==> src/rtl/rx_cmd_streamer_if.sv <==
// Byte-stream and FIFO-write bundle between the MAC wrapper, rx_cmd_streamer and video_out.
// The slave view belongs to the streamer; the master view is everything around it.
interface rx_cmd_streamer_if #(
   parameter int FIFO_DW = 4,
   parameter int FIFO_UW = 11
) ();
   logic [7:0]         rx_data;
   logic               rx_valid;
   logic               rx_ready;
   logic               rx_last;
   logic               rx_user;
   logic [7:0]         tx_data;
   logic               tx_valid;
   logic               tx_ready;
   logic               tx_last;
   logic [FIFO_DW-1:0] fifow_data;
   logic               fifow_req;
   logic [FIFO_UW-1:0] fifow_used;

   modport slave (
      input  rx_data, rx_valid, rx_last, rx_user, tx_ready, fifow_used,
      output rx_ready, tx_data, tx_valid, tx_last, fifow_data, fifow_req
   );

   modport master (
      output rx_data, rx_valid, rx_last, rx_user, tx_ready, fifow_used,
      input  rx_ready, tx_data, tx_valid, tx_last, fifow_data, fifow_req
   );
endinterface

==> src/rtl/rx_cmd_streamer.sv <==
// Ethernet RX command parser: decodes one header byte per frame, streams payload into the
// video_out FIFO, updates the system mode register and answers STATUS with a 3-byte frame.
module rx_cmd_streamer #(
   parameter int FIFO_DW    = 4,
   parameter int FIFO_UW    = 11,
   parameter int FIFO_AFULL = 2032
) (
   input  logic             clk,
   input  logic             rst,
   rx_cmd_streamer_if.slave bus,
   output logic [3:0]       mode,
   output logic [15:0]      pkt_count,
   output logic [15:0]      drop_count
);
   localparam int R = 8 / FIFO_DW;

   localparam logic [2:0] S_HDR   = 3'd0;
   localparam logic [2:0] S_PAY   = 3'd1;
   localparam logic [2:0] S_SPLIT = 3'd2;
   localparam logic [2:0] S_RESP  = 3'd3;
   localparam logic [2:0] S_DROP  = 3'd4;

   logic [2:0] state;
   logic       en_q;
   logic [3:0] beat_cnt;
   logic [1:0] resp_idx;
   logic       last_q;
   logic [7:0] byte_q;
   logic [7:0] snap_pkt;
   logic [7:0] snap_drop;
   logic       room;
   logic       rx_acc;
   logic       tx_acc;
   logic [3:0] cmd;
   logic [3:0] arg;

   function automatic logic [15:0] sat_inc(input logic [15:0] v);
      return (v == 16'hFFFF) ? v : v + 16'd1;
   endfunction

   assign cmd  = bus.rx_data[7:4];
   assign arg  = bus.rx_data[3:0];
   assign room = (bus.fifow_used < FIFO_UW'(FIFO_AFULL));

   // en_q keeps rx_ready low while reset is asserted even though state already reads S_HDR
   always_comb begin
      bus.rx_ready = 1'b0;
      case (state)
         S_HDR, S_DROP: bus.rx_ready = en_q;
         S_PAY:         bus.rx_ready = en_q & room;
         default:       bus.rx_ready = 1'b0;
      endcase
   end

   assign rx_acc = bus.rx_valid & bus.rx_ready;
   assign tx_acc = bus.tx_valid & bus.tx_ready;

   assign bus.fifow_req  = (state == S_SPLIT);
   assign bus.fifow_data = bus.fifow_req ? byte_q[7 -: FIFO_DW] : '0;
   assign bus.tx_valid   = (state == S_RESP);
   assign bus.tx_last    = bus.tx_valid & (resp_idx == 2'd2);

   always_comb begin
      bus.tx_data = 8'h00;
      if (bus.tx_valid) begin
         case (resp_idx)
            2'd0:    bus.tx_data = {4'h3, mode};
            2'd1:    bus.tx_data = snap_pkt;
            default: bus.tx_data = snap_drop;
         endcase
      end
   end

   always_ff @(posedge clk or negedge rst) begin
      if (!rst) begin
         state      <= S_HDR;
         en_q       <= 1'b0;
         beat_cnt   <= '0;
         resp_idx   <= '0;
         last_q     <= 1'b0;
         mode       <= '0;
         pkt_count  <= '0;
         drop_count <= '0;
      end else begin
         en_q <= 1'b1;
         case (state)
            S_HDR: begin
               if (rx_acc) begin
                  if (bus.rx_user) begin
                     drop_count <= sat_inc(drop_count);
                     state      <= bus.rx_last ? S_HDR : S_DROP;
                  end else begin
                     state <= bus.rx_last ? S_HDR : S_DROP;
                     case (cmd)
                        4'h0: pkt_count <= sat_inc(pkt_count);
                        4'h1: begin
                           pkt_count <= sat_inc(pkt_count);
                           if (!bus.rx_last) state <= S_PAY;
                        end
                        4'h2: begin
                           mode      <= arg;
                           pkt_count <= sat_inc(pkt_count);
                        end
                        4'h3: begin
                           pkt_count <= sat_inc(pkt_count);
                           last_q    <= bus.rx_last;
                           resp_idx  <= 2'd0;
                           state     <= S_RESP;
                        end
                        default: drop_count <= sat_inc(drop_count);
                     endcase
                  end
               end
            end
            S_PAY: begin
               if (rx_acc) begin
                  if (bus.rx_user) begin
                     drop_count <= sat_inc(drop_count);
                     state      <= bus.rx_last ? S_HDR : S_DROP;
                  end else begin
                     last_q   <= bus.rx_last;
                     beat_cnt <= 4'(R);
                     state    <= S_SPLIT;
                  end
               end
            end
            S_SPLIT: begin
               beat_cnt <= beat_cnt - 4'd1;
               if (beat_cnt == 4'd1) state <= last_q ? S_HDR : S_PAY;
            end
            S_RESP: begin
               if (tx_acc) begin
                  if (resp_idx == 2'd2) state <= last_q ? S_HDR : S_DROP;
                  else                  resp_idx <= resp_idx + 2'd1;
               end
            end
            S_DROP: begin
               if (rx_acc && bus.rx_last) state <= S_HDR;
            end
            default: state <= S_HDR;
         endcase
      end
   end

   // Datapath registers carry no reset: every output they feed is gated by state
   always_ff @(posedge clk) begin
      if (state == S_PAY && rx_acc)  byte_q <= bus.rx_data;
      else if (state == S_SPLIT)     byte_q <= byte_q << FIFO_DW;
      if (state == S_HDR && rx_acc) begin
         snap_pkt  <= pkt_count[7:0];
         snap_drop <= drop_count[7:0];
      end
   end
endmodule

==> src/flat_wrapper.sv <==
// flat-port wrapper written by rule: the top's interface ports become plain ports
module rx_cmd_streamer_flat 
#(
   parameter int FIFO_DW    = 4,
   parameter int FIFO_UW    = 11,
   parameter int FIFO_AFULL = 2032
)
  (clk, rst, mode, pkt_count, drop_count, bus_rx_data, bus_rx_valid, bus_rx_last, bus_rx_user, bus_tx_ready, bus_fifow_used, bus_rx_ready, bus_tx_data, bus_tx_valid, bus_tx_last, bus_fifow_data, bus_fifow_req);
  rx_cmd_streamer_if #(.FIFO_DW(FIFO_DW), .FIFO_UW(FIFO_UW)) bus_i ();
  input  logic clk;
  input  logic rst;
  output logic [3:0] mode;
  output logic [15:0] pkt_count;
  output logic [15:0] drop_count;
  input wire logic [$bits(bus_i.rx_data)-1:0] bus_rx_data;
  input wire logic [$bits(bus_i.rx_valid)-1:0] bus_rx_valid;
  input wire logic [$bits(bus_i.rx_last)-1:0] bus_rx_last;
  input wire logic [$bits(bus_i.rx_user)-1:0] bus_rx_user;
  input wire logic [$bits(bus_i.tx_ready)-1:0] bus_tx_ready;
  input wire logic [$bits(bus_i.fifow_used)-1:0] bus_fifow_used;
  output wire logic [$bits(bus_i.rx_ready)-1:0] bus_rx_ready;
  output wire logic [$bits(bus_i.tx_data)-1:0] bus_tx_data;
  output wire logic [$bits(bus_i.tx_valid)-1:0] bus_tx_valid;
  output wire logic [$bits(bus_i.tx_last)-1:0] bus_tx_last;
  output wire logic [$bits(bus_i.fifow_data)-1:0] bus_fifow_data;
  output wire logic [$bits(bus_i.fifow_req)-1:0] bus_fifow_req;
  assign bus_i.rx_data = bus_rx_data;
  assign bus_i.rx_valid = bus_rx_valid;
  assign bus_i.rx_last = bus_rx_last;
  assign bus_i.rx_user = bus_rx_user;
  assign bus_i.tx_ready = bus_tx_ready;
  assign bus_i.fifow_used = bus_fifow_used;
  assign bus_rx_ready = bus_i.rx_ready;
  assign bus_tx_data = bus_i.tx_data;
  assign bus_tx_valid = bus_i.tx_valid;
  assign bus_tx_last = bus_i.tx_last;
  assign bus_fifow_data = bus_i.fifow_data;
  assign bus_fifow_req = bus_i.fifow_req;
  rx_cmd_streamer #(.FIFO_DW(FIFO_DW), .FIFO_UW(FIFO_UW), .FIFO_AFULL(FIFO_AFULL)) u_core (.clk(clk), .rst(rst), .bus(bus_i), .mode(mode), .pkt_count(pkt_count), .drop_count(drop_count));
endmodule
==> config.mk <==
export PLATFORM = sky130hd
export DESIGN_NAME = rx_cmd_streamer_flat
export DESIGN_NICKNAME = d
export VERILOG_FILES = /design/src/rtl/rx_cmd_streamer_if.sv /design/src/rtl/rx_cmd_streamer.sv /design/src/flat_wrapper.sv
export SDC_FILE = /design/constraint.sdc
export NUM_CORES = 1
export LEC_CHECK = 0
export ABC_AREA = 1
export CAP_MARGIN = 20
export CELL_PAD_IN_SITES_DETAIL_PLACEMENT = 1
export CELL_PAD_IN_SITES_GLOBAL_PLACEMENT = 1
export CORE_AREA = 2 2 89 113
export DETAILED_ROUTE_END_ITERATION = 12
export DIE_AREA = 0 0 91 115
export HOLD_SLACK_MARGIN = 0.1
export MAX_ROUTING_LAYER = met4
export PLACE_DENSITY = 0.93
export REMOVE_ABC_BUFFERS = 1
export SYNTH_ARGS = -nofsm -noshare
export SYNTH_HDL_FRONTEND = slang
export SYNTH_SLANG_ARGS = --single-unit
==> constraint.sdc <==
create_clock -name clk -period 5.2 [get_ports clk]
set_input_delay 1.04 -clock clk [delete_from_list [all_inputs] [get_ports clk]]
set_output_delay 1.04 -clock clk [all_outputs]
set_load 0.02 [all_outputs]
==> results by group, run 1 <==
Timing
  • Finish-stage setup viols: 0
  • Setup TNS: 0 ns
  • F_max: between 200 and 300 MHz
  • Crit path time final: 3.67 ns
  • RSZ-0062 raised after global routing: no
  • Max-slew violation count: 0
  • Period utilisation layout: 70.5%
  • Hold WS: 0.504 ns
  • Final hold viol count: 0
  • Worst-Margin Slew: 0.648 ns
  • Slew Limit Headroom: around 57%
  • Clk_skew: 0.00587 ns

Place
  • RePlAce Congestion: 0.846
  • HPWL Detailed: 7.64 mm
  • Dpl cell area: ~4600 um^2
  • Cells after DPL: 648
  • PortBufs: 72

Floorplanning
  • Core Area: between 9000 and 10000 um^2
  • Row count: 40
  • # IOs: 77
  • Starting Density: around two fifths
  • Die Y: 115 um
  • Die span in x: 91 um
  • Die area: 10500 um^2

Setup path
  • CP Capture Type: primary output
  • CP max FO: 9
  • Critical setup path kind: flip-flop to primary output
  • WP depth: 6
  • Top delay family on crit path: buffers and inverters
  • CP Data Required Time: 4.16 ns
  • Critical path's slowest cell: clkdlybuf4s50_1
  • Worst Path Buf+Inv: 2
  • CP peak stage delay: roughly 0.65 ns
  • Crit path DAT: approximately 2.6 ns
  • Cell Chain, Critical Path: inv_1 > ha_1 > nor2_1 > nand2_1 > a21oi_1 > clkdlybuf4s50_1
  • Critical path launch point type: flip-flop
  • Worst-case reg-to-reg path depth: 10

Pwr
  • Maximum VDD drop: 0.263 mV
  • P_leak: 2.10 nW
  • PwrDens: 525 nW/um^2

Detailed routing
  • First-pass detailed-route iteration total: 4
  • Via-to-Cell Ratio: roughly 5.1
  • WL final: between 10 and 15 mm
  • Routed WL per cell: 16.6 um
  • Drt drc: 0
  • DRT iter0 DRCs: 99
  • Routed vias: 3389
  • Post-route ant nets: 0

Global route
  • Largest net degree at the start of global routing: 48
  • Aggregate global routing overflow: 0
  • Vias in the first global route: ~3700
  • Met1 usage: 26.5%
  • Initial antenna violation count: 0
  • M3 GR Usage: 4.46%
  • Tot GR Track Use: 22.7%
  • First-pass GRT wire length: between 15 and 20 mm
  • Met2 global-route usage: between 30% and 40%
  • Gr busiest metal: met2

Clock tree
  • H-tree level count: 3
  • Clk pin slew, worst setup/hold paths: about 0.06 ns
  • Number of setup buffers added after CTS: 0
  • Clk_lat worst skew: 0.34 ns
  • TritonCTS Buffers: 9
  • CTS sink cnt: between 70 and 80
  • CTS tree: done
  • Post-cts gate resize count: 0
  • CTS Buffer Depth: 2
  • Root Driver: clkbuf_16
  • Hold Buf Count CTS: 0

Synth
  • Gate Count Post-Synth: roughly 460
  • Synth area leaders: dfrtp_1 (31%), edfxtp_1 (19%), nand2_1 (14%)
  • Register area share after synthesis: 50.3%
  • Synthesized area per cell: 8.25 um^2
  • Top cell type by total area after synthesis: dfrtp_1
  • Post-synth top area share: 31.2%
  • Distinct cells, synth: 30
  • Yosys warns: 0
  • Post-Syn Area: 3770 um^2
  • #FFs+latches synth: slightly above 70

Finish
  • Synthesis-to-layout area growth: 31.1%
  • # fillers: around 1100
  • Most frequent cells in the layout: nand2_1 (145), clkdlybuf4s50_1 (71), inv_1 (54), dfrtp_1 (47), o21ai_0 (34)
  • Core Util, Final: 52.5%
  • Commonest non-fill, non-tap cell in the layout: nand2_1
  • Layout Cells excl Fill: 664
  • Nets: roughly 570
  • Layout cell share with drive strength beyond 1: between 5 and 6%
  • Diodes inserted: 0
  • Fin area: 4940 um^2

Job
  • Maxcap violations: 0

Outcome
  • Status: finished clean

Worst hold path
  • HP Class: flip-flop to flip-flop
  • Hold Path Stages: 2
[kinds of logic (layout without fill, tap and decap cells)]
logic type	Yosys count	after routing	share of synthesized area (%)
buffers and inverters	64	145	7.10
adders and majority gates	7	7	2.32
and+or+nand+nor	238	238	27.2
AOI/OAI and AO/OA	52	52	7.40
xor gates and xnor gates	24	24	5.58
DFF	71	71	50.3
other	1	1	0.0995
[report_power, final]
| group | internal, mW | total [mW] | leakage (nW) | switching, mW |
|---|---|---|---|---|
| sequential | 0.773 | 0.939 | 0.831 | 0.166 |
| clock | 0.482 | 0.726 | 0.162 | 0.244 |
| combinational | 0.348 | 0.926 | 1.11 | 0.578 |
| total | 1.60 | 2.59 | 2.10 | 0.989 |
[cells in the mapped netlist, drive strengths merged]
cell / instances
clkbuf: 2
dfrtp: 47
nor2: 33
edfxtp: 24
xor2: 21
a21oi: 10
nand4: 5
a21boi: 1
xnor2: 3
and2: 1
nor3: 18
o21ai: 37
a31oi: 4
nand3: 32
conb: 1
nand2: 149
ha: 7
inv: 56
buf: 6
[metal layers]
layer	wire [um]	share of wire, %
met1	4630	42
met2	5720	52
met3	447	4.1
met4	231	2.1
met5	0	0
[worst reg2reg max path: cells and delay by family, from the launching register on]
family / cells / cell delay, ns
flops: 1 / 0.45
simple gates: 10 / 1.67
[final timing paths]
path                                       from                    to  slack, ns
hold / removal             u_core.drop_count[9]  u_core.drop_count[9]       0.50
min in group asynchronous                   rst    u_core.beat_cnt[1]       0.80
setup / recovery             u_core.resp_idx[1]        bus_tx_data[4]       1.53
max in group asynchronous                   rst   u_core.pkt_count[3]       3.94
setup reg to reg                u_core.state[0]  u_core.drop_count[2]       2.98
hold reg to reg            u_core.drop_count[9]  u_core.drop_count[9]       0.50
[stage by stage]
stage               total power [mW]  worst slack [ns]
floorplan                       1.44              2.67
finish                          2.59              1.53
detailed placement              1.85              1.65
global route                    2.73              1.34
global placement                1.79              1.73
CTS                             2.60              1.51
[sequential cells by signal (all words and copies together), names as in the netlist]
name,flops
u_core.resp_idx,2
u_core.beat_cnt,4
u_core.snap_drop,8
u_core.mode,4
u_core.last_q,1
u_core.snap_pkt,8
u_core.byte_q,8
u_core.drop_count,16
u_core.state,3
u_core.pkt_count,16
u_core.en_q,1
[cell type report]
cell class                 count  area [um^2]  share of cell area (%)
sequential                    71         1900                    38.4
clock inverter                 5          105                    2.13
clock buffer                  11          243                    4.91
inverter                      56          210                    4.26
timing repair buffer          73          723                    14.6
tap                          126          158                    3.19
multi-input combinational    322         1600                    32.5
Note: power is estimated with default switching activity, not from simulation.
==> run 2: changes to the inputs <==
- CORE_AREA: 2 2 89 113 -> 2 2 93 117
- DIE_AREA: 0 0 91 115 -> 0 0 95 119
- PLACE_DENSITY: 0.93 -> 0.87
- clock period: 5.2 -> 3.8 ns (I/O delays scaled with it)
==> results by group, run 2 (synthesized netlist as in run 1, its figures left out) <==
Pwr
  • Maximum VDD drop: 0.246 mV (-6.4%)
  • PwrDens: 716 nW/um^2 (+36%)
  • P_leak: 2.12 nW (+1.0%)

Setup path
  • Critical path launch point type: flip-flop
  • Critical setup path kind: flip-flop to primary output
  • Worst Path Buf+Inv: 2 (unchanged)
  • Reg-to-reg critical path startpoint: u_core.pkt_count[0]
  • Critical path's slowest cell: clkdlybuf4s50_1
  • CP max FO: 9 (unchanged)
  • Worst R2R End: u_core.pkt_count[3]
  • Worst-case reg-to-reg path depth: 9 (-1)
  • CP peak stage delay: 0.67 ns (+0.02 ns)
  • CP Data Required Time: 3.04 ns (-1.12 ns)
  • Cell Chain, Critical Path: inv_1 > ha_1 > nor2_1 > nand2_1 > a31oi_1 > clkdlybuf4s50_1
  • CP Capture Type: primary output
  • Top delay family on crit path: buffers and inverters
  • WP depth: 6 (unchanged)
  • Crit path DAT: 2.57 ns (-0.06 ns)
  • Worst reg2reg setup slack: 1.64 ns (-1.34 ns)

Finish
  • Synthesis-to-layout area growth: 31.9%
  • Nets: 565 (unchanged)
  • Reg area: 1900 um^2 (unchanged)
  • Area occupied by multi-input gates: 1600 um^2 (unchanged)
  • # fillers: 1247 (+9.0%)
  • Core Util, Final: 48.0% (-4.5 points)
  • Largest registers: u_core.drop_count: 16 flops, u_core.pkt_count: 16 flops
  • Diodes inserted: 0 (unchanged)
  • Most frequent cells in the layout: nand2_1 (145), clkdlybuf4s50_1 (71), inv_1 (54), dfrtp_1 (47), o21ai_0 (34)
  • Commonest non-fill, non-tap cell in the layout: nand2_1
  • Layout cell share with drive strength beyond 1: 5.76% (+0.19 points)

Clock tree
  • Clk pin slew, worst setup/hold paths: 0.06 ns (about the same)
  • Clk_lat worst skew: 0.34 ns (about the same)
  • Hold Buf Count CTS: 0 (unchanged)
  • Root Driver: clkbuf_16
  • CTS tree: done
  • H-tree level count: 3 (unchanged)
  • TritonCTS Buffers: 9 (unchanged)
  • CTS Buffer Depth: 2 (unchanged)
  • CTS sink cnt: 71 (unchanged)
  • Number of setup buffers added after CTS: 0 (unchanged)
  • Post-cts gate resize count: 0 (unchanged)

Global route
  • First-pass GRT wire length: 17.5 mm (-3.2%)
  • Vias in the first global route: 3709 (+0.11%)
  • Aggregate global routing overflow: 0 (unchanged)
  • Largest net degree at the start of global routing: 48 (unchanged)
  • Initial antenna violation count: 0 (unchanged)
  • Tot GR Track Use: 20.8% (-1.9 points)

Timing
  • Period utilisation layout: around 88%
  • Finish-stage setup viols: 0 (unchanged)
  • Clk_skew: 0.00629 ns (+0.000420 ns)
  • Slew Limit Headroom: 55.0% (-1.8 points)
  • Final hold viol count: 0 (unchanged)
  • Crit path time final: 3.33 ns
  • Max-slew violation count: 0 (unchanged)
  • RSZ-0062 raised after global routing: no
  • Worst-Margin Slew: 0.674 ns (+0.0258 ns)
  • F_max: ~300 MHz
  • Setup TNS: 0 ns (unchanged)

Floorplanning
  • Row count: 42 (+5.0%)
  • # IOs: 77 (unchanged)
  • Core Area: 10400 um^2 (+10%)
  • Die Y: 119 um (+3.5%)
  • Die span in x: 95 um (+4.4%)
  • Die area: 11300 um^2 (+8.0%)
  • Starting Density: 36.4% (-3.7 points)

Outcome
  • Status: finished clean

Detailed routing
  • Drt drc: 0 (unchanged)
  • Post-route ant nets: 0 (unchanged)
  • Routed WL per cell: 16.3 um (-2.0%)
  • WL final: 10.9 mm (-1.1%)
  • Via-to-Cell Ratio: 5.05 (-0.98%)
  • First-pass detailed-route iteration total: 4 (unchanged)
  • Routed vias: 3386 (-0.089%)
  • DRT iter0 DRCs: 125 (+26%)

Worst hold path
  • HP Class: input port to async pin

Place
  • RePlAce Congestion: 0.886 (+4.7%)
  • PortBufs: 72 (unchanged)
  • HPWL Detailed: 7.66 mm (+0.34%)

Job
  • Maxcap violations: 0 (unchanged)
-- run 2: power by group --
part	internal [mW]	switching [mW]	total, mW
Combinational	0.476	0.772	1.25
Sequential	1.06	0.222	1.28
Clock	0.704	0.328	1.03
-- run 2: final cells by class --
class / count / area share [%]
clock buffer: 9 / 4.53
sequential: 71 / 38.1
clock inverter: 7 / 2.72
inverter: 56 / 4.23
multi-input combinational: 322 / 32.3
timing repair buffer: 73 / 14.8
tap: 132 / 3.32
-- run 2: routing by layer --
metal	global-route usage, %	wire, um
met1	23.0	4420
met2	34.9	5750
met3	5.76	481
met4	8.70	253
met5	-	0
-- run 2: how the worst max path moves through the flow --
stage | start | slack [ns] | endpoint
5_1_grt | u_core.resp_idx[0] | 0.29 | bus_tx_data[1]
3_3_place_gp | bus_fifow_used[10] | 0.88 | bus_rx_ready
6_report | u_core.resp_idx[1] | 0.47 | bus_tx_data[0]
3_5_place_dp | bus_fifow_used[8] | 0.84 | bus_rx_ready
4_1_cts | u_core.resp_idx[1] | 0.49 | bus_tx_data[1]
2_1_floorplan | u_core.state[0] | 1.55 | bus_fifow_data[0]
-- run 2: per-stage QoR --
| step | hold slack, ns | cells | worst slack [ns] | power [mW] | area (um^2) |
|---|---|---|---|---|---|
| floorplan | 0.453 | 449 | 1.55 | 1.97 | 3710 |
| detailed placement | 0.481 | 653 | 0.839 | 2.52 | 4590 |
| CTS | 0.498 | 669 | 0.488 | 3.57 | 4950 |
| global placement | 0.466 | 653 | 0.884 | 2.45 | 4590 |
| global route | 0.421 | 670 | 0.294 | 3.77 | 4970 |
| finish | 0.401 | 670 | 0.473 | 3.56 | 4970 |
==> run 3: changes to the inputs <==
- SLEW_MARGIN: default -> 20
==> results by group, run 3 (synthesized netlist as in run 1, its figures left out) <==
Outcome
  • Status: finished clean

Clock tree
  • Hold Buf Count CTS: 0 (unchanged)
  • Root Driver: clkbuf_16
  • Clk pin slew, worst setup/hold paths: 0.06 ns (about the same)
  • CTS sink cnt: 71 (unchanged)
  • Number of setup buffers added after CTS: 0 (unchanged)
  • CTS Buffer Depth: 2 (unchanged)
  • H-tree level count: 3 (unchanged)
  • Post-cts gate resize count: 0 (unchanged)
  • Clk_lat worst skew: 0.34 ns (about the same)
  • CTS tree: done
  • TritonCTS Buffers: 9 (unchanged)

Detailed routing
  • DRT iter0 DRCs: 147 (+18%)
  • Via-to-Cell Ratio: 5.03 (-0.47%)
  • First-pass detailed-route iteration total: 4 (unchanged)
  • Routed WL per cell: 16.1 um (-0.78%)
  • Post-route ant nets: 0 (unchanged)
  • WL final: 10.8 mm (-0.93%)
  • Routed vias: 3365 (-0.62%)
  • Drt drc: 0 (unchanged)

Global route
  • Vias in the first global route: 3709 (unchanged)
  • Aggregate global routing overflow: 0 (unchanged)
  • First-pass GRT wire length: 17.5 mm (unchanged)
  • Initial antenna violation count: 0 (unchanged)
  • Tot GR Track Use: 20.8% (unchanged)
  • Largest net degree at the start of global routing: 48 (unchanged)

Place
  • RePlAce Congestion: 0.886 (unchanged)
  • Dpl cell area: 4590 um^2 (unchanged)
  • Pre-CTS worst setup slack: 0.839 ns (unchanged)
  • HPWL Detailed: 7.66 mm (unchanged)
  • Cells after DPL: 653 (unchanged)
  • PortBufs: 72 (unchanged)

Finish
  • Diodes inserted: 0 (unchanged)
  • Largest registers: u_core.drop_count: 16 flops, u_core.pkt_count: 16 flops
  • Synthesis-to-layout area growth: 31.5%
  • Layout cell share with drive strength beyond 1: 5.59% (-0.18 points)
  • # fillers: 1248 (+0.080%)
  • Reg area: 1900 um^2 (unchanged)
  • Layout Cells excl Fill: 669 (-0.15%)
  • Area occupied by multi-input gates: 1600 um^2 (unchanged)
  • Commonest non-fill, non-tap cell in the layout: nand2_1
  • Most frequent cells in the layout: nand2_1 (145), clkdlybuf4s50_1 (71), inv_1 (54), dfrtp_1 (47), o21ai_0 (34)
  • Nets: 564 (-0.18%)
  • Fin area: 4950 um^2 (-0.35%)
  • Core Util, Final: 47.9% (-0.17 points)

Setup path
  • Worst-case reg-to-reg path depth: 9 (unchanged)
  • Worst R2R End: u_core.pkt_count[3]
  • Crit. Startpoint: u_core.resp_idx[1]
  • CP Capture Type: primary output
  • Critical setup path kind: flip-flop to primary output
  • Worst reg2reg setup slack: 1.64 ns (about the same)
  • CP max FO: 9 (unchanged)
  • Reg-to-reg critical path startpoint: u_core.pkt_count[0]
  • Crit path DAT: 2.56 ns (about the same)
  • Critical path launch point type: flip-flop
  • CP Data Required Time: 3.04 ns (about the same)

Timing
  • Final worst setup slack: 0.481 ns (+0.00761 ns)
  • Slew Limit Headroom: 55.0% (about the same)
  • Setup TNS: 0 ns (unchanged)
  • Max-slew violation count: 0 (unchanged)
  • F_max: 301 MHz (+0.23%)
  • Final hold viol count: 0 (unchanged)
  • Hold WS: 0.428 ns (+0.0275 ns)
  • Worst-Margin Slew: 0.673 ns (-0.000299 ns)
  • Period utilisation layout: 87.3% (-0.20 points)
  • Clk_skew: 0.00705 ns (+0.000759 ns)
  • RSZ-0062 raised after global routing: no
  • Crit path time final: 3.32 ns (-0.00761 ns)
  • Finish-stage setup viols: 0 (unchanged)

Floorplanning
  • Die span in x: 95 um (unchanged)
  • Die Y: 119 um (unchanged)
  • Row count: 42 (unchanged)
  • # IOs: 77 (unchanged)
  • Starting Density: 36.4% (unchanged)
  • Core Area: 10400 um^2 (unchanged)
  • Die area: 11300 um^2 (unchanged)

Pwr
  • Maximum VDD drop: 0.246 mV (about the same)
  • P_leak: 2.11 nW (-0.40%)
  • PwrDens: 718 nW/um^2 (+0.29%)
  • Total power: 3.56 mW (about the same)

Worst hold path
  • HP Class: input port to async pin

Job
  • Maxcap violations: 0 (unchanged)
-- run 3: worst max path at each step --
stage / to / depth (start not counted)
global route: bus_tx_data[1] / 6
global placement: bus_rx_ready / 7
CTS: bus_tx_data[1] / 6
floorplan: bus_fifow_data[0] / 3
finish: bus_tx_data[0] / 6
detailed placement: bus_rx_ready / 7
-- run 3: area by class of cell --
class	instances	area share [%]
clock buffer	9	4.55
tap	132	3.33
inverter	56	4.24
multi-input combinational	322	32.4
clock inverter	7	2.73
timing repair buffer	72	14.5
sequential	71	38.3
-- run 3: worst max-delay path, stage by stage (launching register included) --
cell             delay, ns
dfrtp_1               0.39
inv_1                 0.08
ha_1                  0.30
nor2_1                0.42
nand2_1               0.10
a31oi_1               0.26
clkdlybuf4s50_1       0.67
-- run 3: power by group --
part	leakage [nW]	total, mW	switching, mW	internal [mW]
Sequential	0.831	1.28	0.223	1.06
Combinational	1.10	1.24	0.768	0.474
Clock	0.179	1.03	0.331	0.704
-- run 3: layer usage --
metal / track usage, % / vias up / share of wire, %
li1: - / 1613 / -
met1: 23.0 / 1648 / 41
met2: 34.9 / 81 / 52
met3: 5.76 / 23 / 4.3
met4: 8.70 / 0 / 2.3
met5: - / - / 0
==> variant (settings of run 3) <==
`FIFO_UW` is set to 11 in 3 places; all go to 22.
--- a/src/rtl/rx_cmd_streamer_if.sv
+++ b/src/rtl/rx_cmd_streamer_if.sv
@@ -2,7 +2,7 @@
 // The slave view belongs to the streamer; the master view is everything around it.
 interface rx_cmd_streamer_if #(
    parameter int FIFO_DW = 4,
-   parameter int FIFO_UW = 11
+   parameter int FIFO_UW = 22
 ) ();
    logic [7:0]         rx_data;
    logic               rx_valid;
--- a/src/rtl/rx_cmd_streamer.sv
+++ b/src/rtl/rx_cmd_streamer.sv
@@ -2,7 +2,7 @@
 // video_out FIFO, updates the system mode register and answers STATUS with a 3-byte frame.
 module rx_cmd_streamer #(
    parameter int FIFO_DW    = 4,
-   parameter int FIFO_UW    = 11,
+   parameter int FIFO_UW    = 22,
    parameter int FIFO_AFULL = 2032
 ) (
    input  logic             clk,
--- a/src/flat_wrapper.sv
+++ b/src/flat_wrapper.sv
@@ -2,7 +2,7 @@
 module rx_cmd_streamer_flat 
 #(
    parameter int FIFO_DW    = 4,
-   parameter int FIFO_UW    = 11,
+   parameter int FIFO_UW    = 22,
    parameter int FIFO_AFULL = 2032
 )
   (clk, rst, mode, pkt_count, drop_count, bus_rx_data, bus_rx_valid, bus_rx_last, bus_rx_user, bus_tx_ready, bus_fifow_used, bus_rx_ready, bus_tx_data, bus_tx_valid, bus_tx_last, bus_fifow_data, bus_fifow_req);
Interface: changed (resized bus_fifow_used); port bits go from 77 to 88. The function was not compared with the original's and may differ.
==> variant against run 3 <==
  * Sequential cell count stayed put
  * Via count is 5.5% higher
  * Die area stayed put
  * Largest cell class unchanged
  * Setup slack better by 0.0034 ns
  * Critical path type unchanged
  * Critical path depth stayed put
  * Routed wire length is 2.9% higher
  * Sequential share of layout area is 1.3 points lower
  * Synthesized area is 1.7% higher
  * Global-route usage is 0.39 points higher
  * Critical endpoint is now bus_tx_data[4]
  * Design area is 3.6% higher
Power is not compared: it rests on default switching activity, and its combinational part moved more than twofold at a synthesized area within 25%.
==> variant: results (changes against run 3) <==
stage	metric	value	unit	change
synthesis	XOR/XNOR Fraction of Synth Area	0.0640		+0.00821
setup_path	reg2reg start	u_core.state[2]$_DFFE_PN0P_		
setup_path	Critical Path End	bus_tx_data[4]		
global_route	global-route wire length before repair	18100	microns	+3.1%
cells_and_area	Data buffer area share	0.170		+0.0247
global_route	met1 usage	0.242		+0.0119
route	Routed WL	11100	microns	+2.9%
synthesis	Syn Inst Count	475		+3.9%
cells_and_area	multi-input combinational area share	0.327		+0.00366
cells_and_area	Clock-cell share	0.0629		-0.00983
global_route	pin count of the biggest net entering global routing	31		-35%
synthesis	Synth Area in Compound Gates	0.0643		-0.00972
power	Overall Power	2.49	mW	
setup_path	R2R Setup Slk	1.48	ns	-0.16 ns
cells_and_area	clock buffers	10		+1
timing	clk_skew	0.0115	ns	+0.00445 ns
placed_design	I/O Buffers	83		+15%
route	wl on met1	4670	microns	+5.3%
placed_design	gp weighted congestion	0.877		-0.98%
placed_design	Detail Placement HPWL	8280	microns	+8.1%
route	metal2 WL	5720	microns	+1.2%
global_route	Total GRT Usage	0.212		+0.00391
cells_and_area	number of multi-input logic gates	342		+6.2%
synthesis	Adder-Cell Fraction of Synth Area	0.0229		-0.000387
route	drt wl/cell	15.8	microns	-2.0%
timing	Final min period	3.32	ns	-0.00344 ns
global_route	met3 GRT Util	0.0386		-0.0190
route	DR vias	3549		+5.5%
cells_and_area	Inverters	52		-7.1%
setup_path	crit-path max FO	8		-1
synthesis	sequential share of the synthesized area	0.495		-0.00838
cells_and_area	final net count	608		+7.8%
setup_path	r2r endpoint	u_core.snap_drop[3]$_DFFE_PP_		
run_status	outcome	finished clean		
cells_and_area	# fillers	1245		-0.24%
cells_and_area	nonclk buf count	89		+24%
route	DR iter-0 viols	111		-24%
global_route	vias in the first global route	3760		+1.4%
setup_path	Worst Setup SP	u_core.resp_idx[0]$_DFFE_PN0P_		
-- variant: metrics by stage --
stage,area (sq um),utilization,hold WS (ns),setup slack (ns)
5_1_grt,5130,0.496,0.375,0.322
3_5_place_dp,4810,0.465,0.491,0.663
2_1_floorplan,3770,-,0.464,1.30
4_1_cts,5130,0.496,0.353,0.438
6_report,5130,0.496,0.346,0.484
3_3_place_gp,4810,0.465,0.488,0.730
-- variant: kinds of logic after synthesis --
family | after synthesis
AOI/OAI and AO/OA | 42
and+or+nand+nor | 264
xor gates and xnor gates | 28
adders and majority gates | 7
buffers and inverters | 62
other | 1
DFF | 71
-- variant: critical path: stages, from the launching register on --
cell             delay (ns)
dfrtp_1                0.38
inv_1                  0.10
ha_1                   0.31
nor2_1                 0.44
nand2_1                0.14
a21oi_1                0.23
clkdlybuf4s50_1        0.64
